File: src/rtl/sub_result_accumulator.sv
// Batch statistics stage behind an 8-bit subtracter: rebuilds signed 9-bit A-B
// differences, keeps a saturating sum and a borrow count over N_SAMPLES inputs.
module sub_result_accumulator #(
   parameter int N_SAMPLES = 8,
   parameter int ACC_W     = 16
) (
   input  logic             clk,
   input  logic             rst_n,
   input  logic             start,
   input  logic             in_valid,
   output logic             in_ready,
   input  logic [7:0]       in_diff,
   input  logic             in_carry,
   output logic             out_valid,
   input  logic             out_ready,
   output logic [ACC_W-1:0] sum,
   output logic [7:0]       borrow_cnt,
   output logic             sat,
   output logic             busy
);

   typedef enum logic [1:0] {
      IDLE  = 2'd0,
      ACCUM = 2'd1,
      DONE  = 2'd2
   } state_t;

   localparam logic [7:0]       LAST_IDX = 8'(N_SAMPLES - 1);
   localparam logic [ACC_W-1:0] SUM_MAX  = {1'b0, {(ACC_W-1){1'b1}}};
   localparam logic [ACC_W-1:0] SUM_MIN  = {1'b1, {(ACC_W-1){1'b0}}};

   state_t           state_reg, state_next;
   logic [ACC_W-1:0] sum_reg, sum_next;
   logic [7:0]       borrow_reg, borrow_next;
   logic [7:0]       count_reg, count_next;
   logic             sat_reg, sat_next;

   logic [ACC_W:0]   diff_ext;
   logic [ACC_W:0]   sum_wide;
   logic [ACC_W-1:0] sum_clamped;
   logic             overflow;

   // ~in_carry is the sign bit of the 9-bit difference; extend it one bit past ACC_W
   assign diff_ext = {{(ACC_W-8){~in_carry}}, ~in_carry, in_diff};
   assign sum_wide = {sum_reg[ACC_W-1], sum_reg} + diff_ext;
   assign overflow = sum_wide[ACC_W] ^ sum_wide[ACC_W-1];

   always_comb begin
      sum_clamped = sum_wide[ACC_W-1:0];
      if (overflow) begin
         sum_clamped = sum_wide[ACC_W] ? SUM_MIN : SUM_MAX;
      end
   end

   always_ff @(posedge clk or negedge rst_n) begin
      if (!rst_n) begin
         state_reg  <= IDLE;
         sum_reg    <= '0;
         borrow_reg <= '0;
         count_reg  <= '0;
         sat_reg    <= 1'b0;
      end else begin
         state_reg  <= state_next;
         sum_reg    <= sum_next;
         borrow_reg <= borrow_next;
         count_reg  <= count_next;
         sat_reg    <= sat_next;
      end
   end

   always_comb begin
      state_next  = state_reg;
      sum_next    = sum_reg;
      borrow_next = borrow_reg;
      count_next  = count_reg;
      sat_next    = sat_reg;
      case (state_reg)
         IDLE: begin
            if (start) begin
               sum_next    = '0;
               borrow_next = '0;
               count_next  = '0;
               sat_next    = 1'b0;
               state_next  = ACCUM;
            end
         end
         ACCUM: begin
            // in_ready is constantly high here, so in_valid alone marks a transfer
            if (in_valid) begin
               sum_next    = sum_clamped;
               sat_next    = sat_reg | overflow;
               borrow_next = borrow_reg + {7'd0, ~in_carry};
               count_next  = count_reg + 8'd1;
               if (count_reg == LAST_IDX) begin
                  state_next = DONE;
               end
            end
         end
         DONE: begin
            if (out_ready) begin
               state_next = IDLE;
            end
         end
         default: state_next = IDLE;
      endcase
   end

   assign in_ready   = (state_reg == ACCUM);
   assign out_valid  = (state_reg == DONE);
   assign busy       = (state_reg != IDLE);
   assign sum        = sum_reg;
   assign borrow_cnt = borrow_reg;
   assign sat        = sat_reg;

endmodule

File: config.mk
export PLATFORM = sky130hd
export DESIGN_NAME = sub_result_accumulator
export DESIGN_NICKNAME = d
export VERILOG_FILES = /design/src/rtl/sub_result_accumulator.sv
export SDC_FILE = /design/constraint.sdc
export NUM_CORES = 1
export LEC_CHECK = 0
export BUFFER_PORTS_ARGS = -buffer_cell sky130_fd_sc_hd__buf_2
export CORE_MARGIN = 5
export CORE_UTILIZATION = 45
export CTS_BUF_LIST = sky130_fd_sc_hd__clkbuf_4 sky130_fd_sc_hd__clkbuf_8
export CTS_CLUSTER_SIZE = 8
export DETAILED_ROUTE_END_ITERATION = 8
export GPL_TIMING_DRIVEN = 0
export PLACE_DENSITY = 0.66
export SLEW_MARGIN = 20
export SYNTH_ARGS = -nofsm -noshare
export SYNTH_HDL_FRONTEND = slang
export SYNTH_SLANG_ARGS = --single-unit
File: constraint.sdc
create_clock -name clk -period 3.7 [get_ports clk]
set_input_delay 0.74 -clock clk [delete_from_list [all_inputs] [get_ports clk]]
set_output_delay 0.74 -clock clk [all_outputs]
set_load 0.005 [all_outputs]
==> flow_metrics.py <==
metrics = {
    "timing": {
        "fin_worst_skew_ns": 0.00529,
        "slew_headroom": 0.465,
        "tns_ns": 0,
        "tightest_slew_ns": 0.802,
        "rsz0062_at_grt": "false",
        "post-route-min-period_ns": 2.92,
        "period_share": 0.788,
        "finalMaxSlewViolations": 0,
        "max_freq_mhz": 343,
        "setup_viol": 0,
        "finalHoldViolCount": 0,
    },
    "global_routing": {
        "grt_pass1_vias": 2136,
        "grt_pass1_wl_um": 10300,
        "grt_max_degree": 36,
        "grtUsageTotal": 0.176,
        "overflow": 0,
        "antenna_found_initial": 0,
    },
    "final_layout": {
        "area_growth_pct": 16.2,
        "mostFrequentLayoutCells": "buf_2 (42), dfrtp_1 (35), nand2_1 (27)",
        "fin_util": 0.533,
        "drive_above_1_share": 0.216,
        "layout_commonest_cell": "buf_2",
        "nets": 357,
        "largest_reg_flops": 16,
        "diodes": 0,
    },
    "clocking": {
        "cts-hold-fix-buffers": 0,
        "postCtsSetupRepairBufs": 0,
        "cts_buffers": 5,
        "clk_path_buf_depth": 2,
        "cts.sinks": 35,
        "cts.repair.resized": 0,
        "clk_latency_ns": 0.29,
        "cts_tree": "built",
        "htreeDepth": 2,
        "root_buffer": "clkbuf_8",
        "clk_pin_slew_ns": 0.07,
    },
    "critical_path": {
        "critPathMaxFanout": 9,
        "cp_slowest_stage_delay_ns": 0.42,
        "worstSetupPathDepth": 10,
        "worstPathRequired_ns": 3.88,
        "cpMaxStageDelayCell": "a2111oi_2",
        "worstSetupPathType": "input pin to register",
        "crit_buf_inv": 2,
        "worstPathArrival_ns": 3.10,
        "crit_top_cell": "a21o_1",
        "endpoint_kind": "register",
        "critPathTopFamily": "compound AO/OA/AOI/OAI gates",
        "path_cells": "buf_2, inv_1, ha_1, a21o_1, a2111oi_2, a2bb2oi_2, o41ai_4, o21bai_2, a21o_1, a22o_1",
        "start_kind": "input pin",
        "worst_r2r_path_depth": 9,
    },
    "detailed_routing": {
        "drt_pass1_iterations": 4,
        "wirelength_um": 5980,
        "wl_per_cell_um": 15.1,
        "drtIter0Drc": 107,
        "final_antenna_net_count": 0,
        "routed-via-count": 2160,
        "viasPerCell": 5.45,
        "drc_errors": 0,
    },
    "synth": {
        "syn_nets": 309,
        "synth_top_cell_area_share": 0.349,
        "ys_types": 53,
        "avgSynthCellArea_um2": 9.13,
        "synthFlopType": "dfrtp_1",
        "syn_inst": 275,
        "async_flop_share": 1.00,
        "synth_area_leaders": "dfrtp_1 (35%), ha_1 (9.5%), a21oi_1 (4.4%), o21ai_1 (4.4%), xor2_1 (4.2%)",
        "synth_top_area_cell": "dfrtp_1",
        "synth_edf_count": 0,
        "syn_area_mm2": 0.00251,
        "synth_warnings": 0,
        "ys_seq_elements": 35,
        "synth.yosys.seq_area_share": 0.349,
    },
    "min_path": {
        "hold_path.class": "register to register",
        "hold_depth": 2,
    },
    "flow_run": {
        "max-cap-violations": 0,
    },
    "pwr": {
        "total_leakage_power_nw": 1.45,
        "cellPowerDensity_mw_per_mm2": 911,
        "peakVddDrop_mv": 0.514,
    },
    "floorplanning": {
        "rows": 27,
        "start_util": 0.459,
        "die_w_um": 84.7,
        "dieArea_mm2": 0.00717,
        "coreArea_mm2": 0.00547,
        "io_pins": 42,
        "die_h_um": 84.7,
    },
    "outcome": {
        "outcome": "finished clean",
    },
    "place": {
        "io_buffers": 41,
        "hpwl_um": 4500,
        "place_congestion": 0.813,
    },
}
-- kinds of logic (layout without fill, tap and decap cells) --
kind of cell               after synthesis  in the layout  share of synthesized area
DFF                                     35             35                      0.349
adders and majority gates               20             20                      0.103
xor gates and xnor gates                22             22                     0.0767
and+or+nand+nor                         86             86                      0.173
AOI/OAI and AO/OA                       93             93                      0.267
buffers and inverters                   19             68                     0.0319
-- worst reg2reg max path, stage by stage (launching register included) --
cell and delay (ns):
dfrtp_1 0.38, ha_1 0.22, fa_1 0.25, a211o_1 0.15, o211ai_2 0.12, a21o_1 0.27, o41ai_4 0.47, clkbuf_1 0.47
a21oi_1 0.09, o21ai_1 0.16
-- report_power, final --
part | internal (mW) | switching (mW) | leakage [nW]
Clock | 0.201 | 0.153 | 0.0581
Combinational | 0.715 | 0.947 | 0.942
Sequential | 0.520 | 0.124 | 0.448
Total | 1.44 | 1.22 | 1.45
-- metal layers --
layer	GRT usage	share of wire
met1	0.253	0.50
met2	0.273	0.44
met3	0.0324	0.044
met4	0.0475	0.013
met5	0	0
-- synth_stat cells, drive strengths merged, types with 2 or more instances --
cell type,number
a22o,6
a21o,10
a211oi,3
and3,3
nor2b,3
xnor2,10
xor2,12
nor2,25
o211ai,4
nand3,8
nor3,4
inv,8
o21ai,28
dfrtp,35
a2111oi,2
nor4,2
nand4,5
o21a,3
nor3b,2
ha,19
a21oi,22
buf,3
clkbuf,8
o41ai,3
and2,2
nand2,27
-- stage by stage --
step	power [mW]	hold slack, ns	setup slack [ns]	cells	instance area [um2]
after global placement	2.28	0.502	0.544	388	2810
after floorplan	1.88	0.444	0.926	275	2510
final	2.66	0.515	0.784	396	2920
after CTS	2.68	0.524	0.763	396	2920
after global routing	2.92	0.563	0.630	396	2920
after detailed placement	2.31	0.506	0.445	388	2810
-- final timing paths --
path	startpoint	end	slack [ns]
setup / recovery	in_carry	sum[8]	0.78
hold / removal	sum[4]	sum[4]	0.52
setup reg to reg	sum[0]	sum[6]	1.06
hold reg to reg	sum[4]	sum[4]	0.52
max in group asynchronous	rst_n	sum[9]	2.66
min in group asynchronous	rst_n	sum[5]	0.53
-- cell type report --
| class | count | area, um2 |
|---|---|---|
| plain buffers | 11 | 50.0 |
| clock buffers | 5 | 68.8 |
| clock inverters | 3 | 43.8 |
| fillers | 537 | 2550 |
| inverters | 8 | 30.0 |
| multi-input cells | 221 | 1560 |
| flip-flops and latches | 35 | 876 |
| well taps | 72 | 90.1 |
| repair buffers | 41 | 205 |
Power figures use the tool's default switching activity.
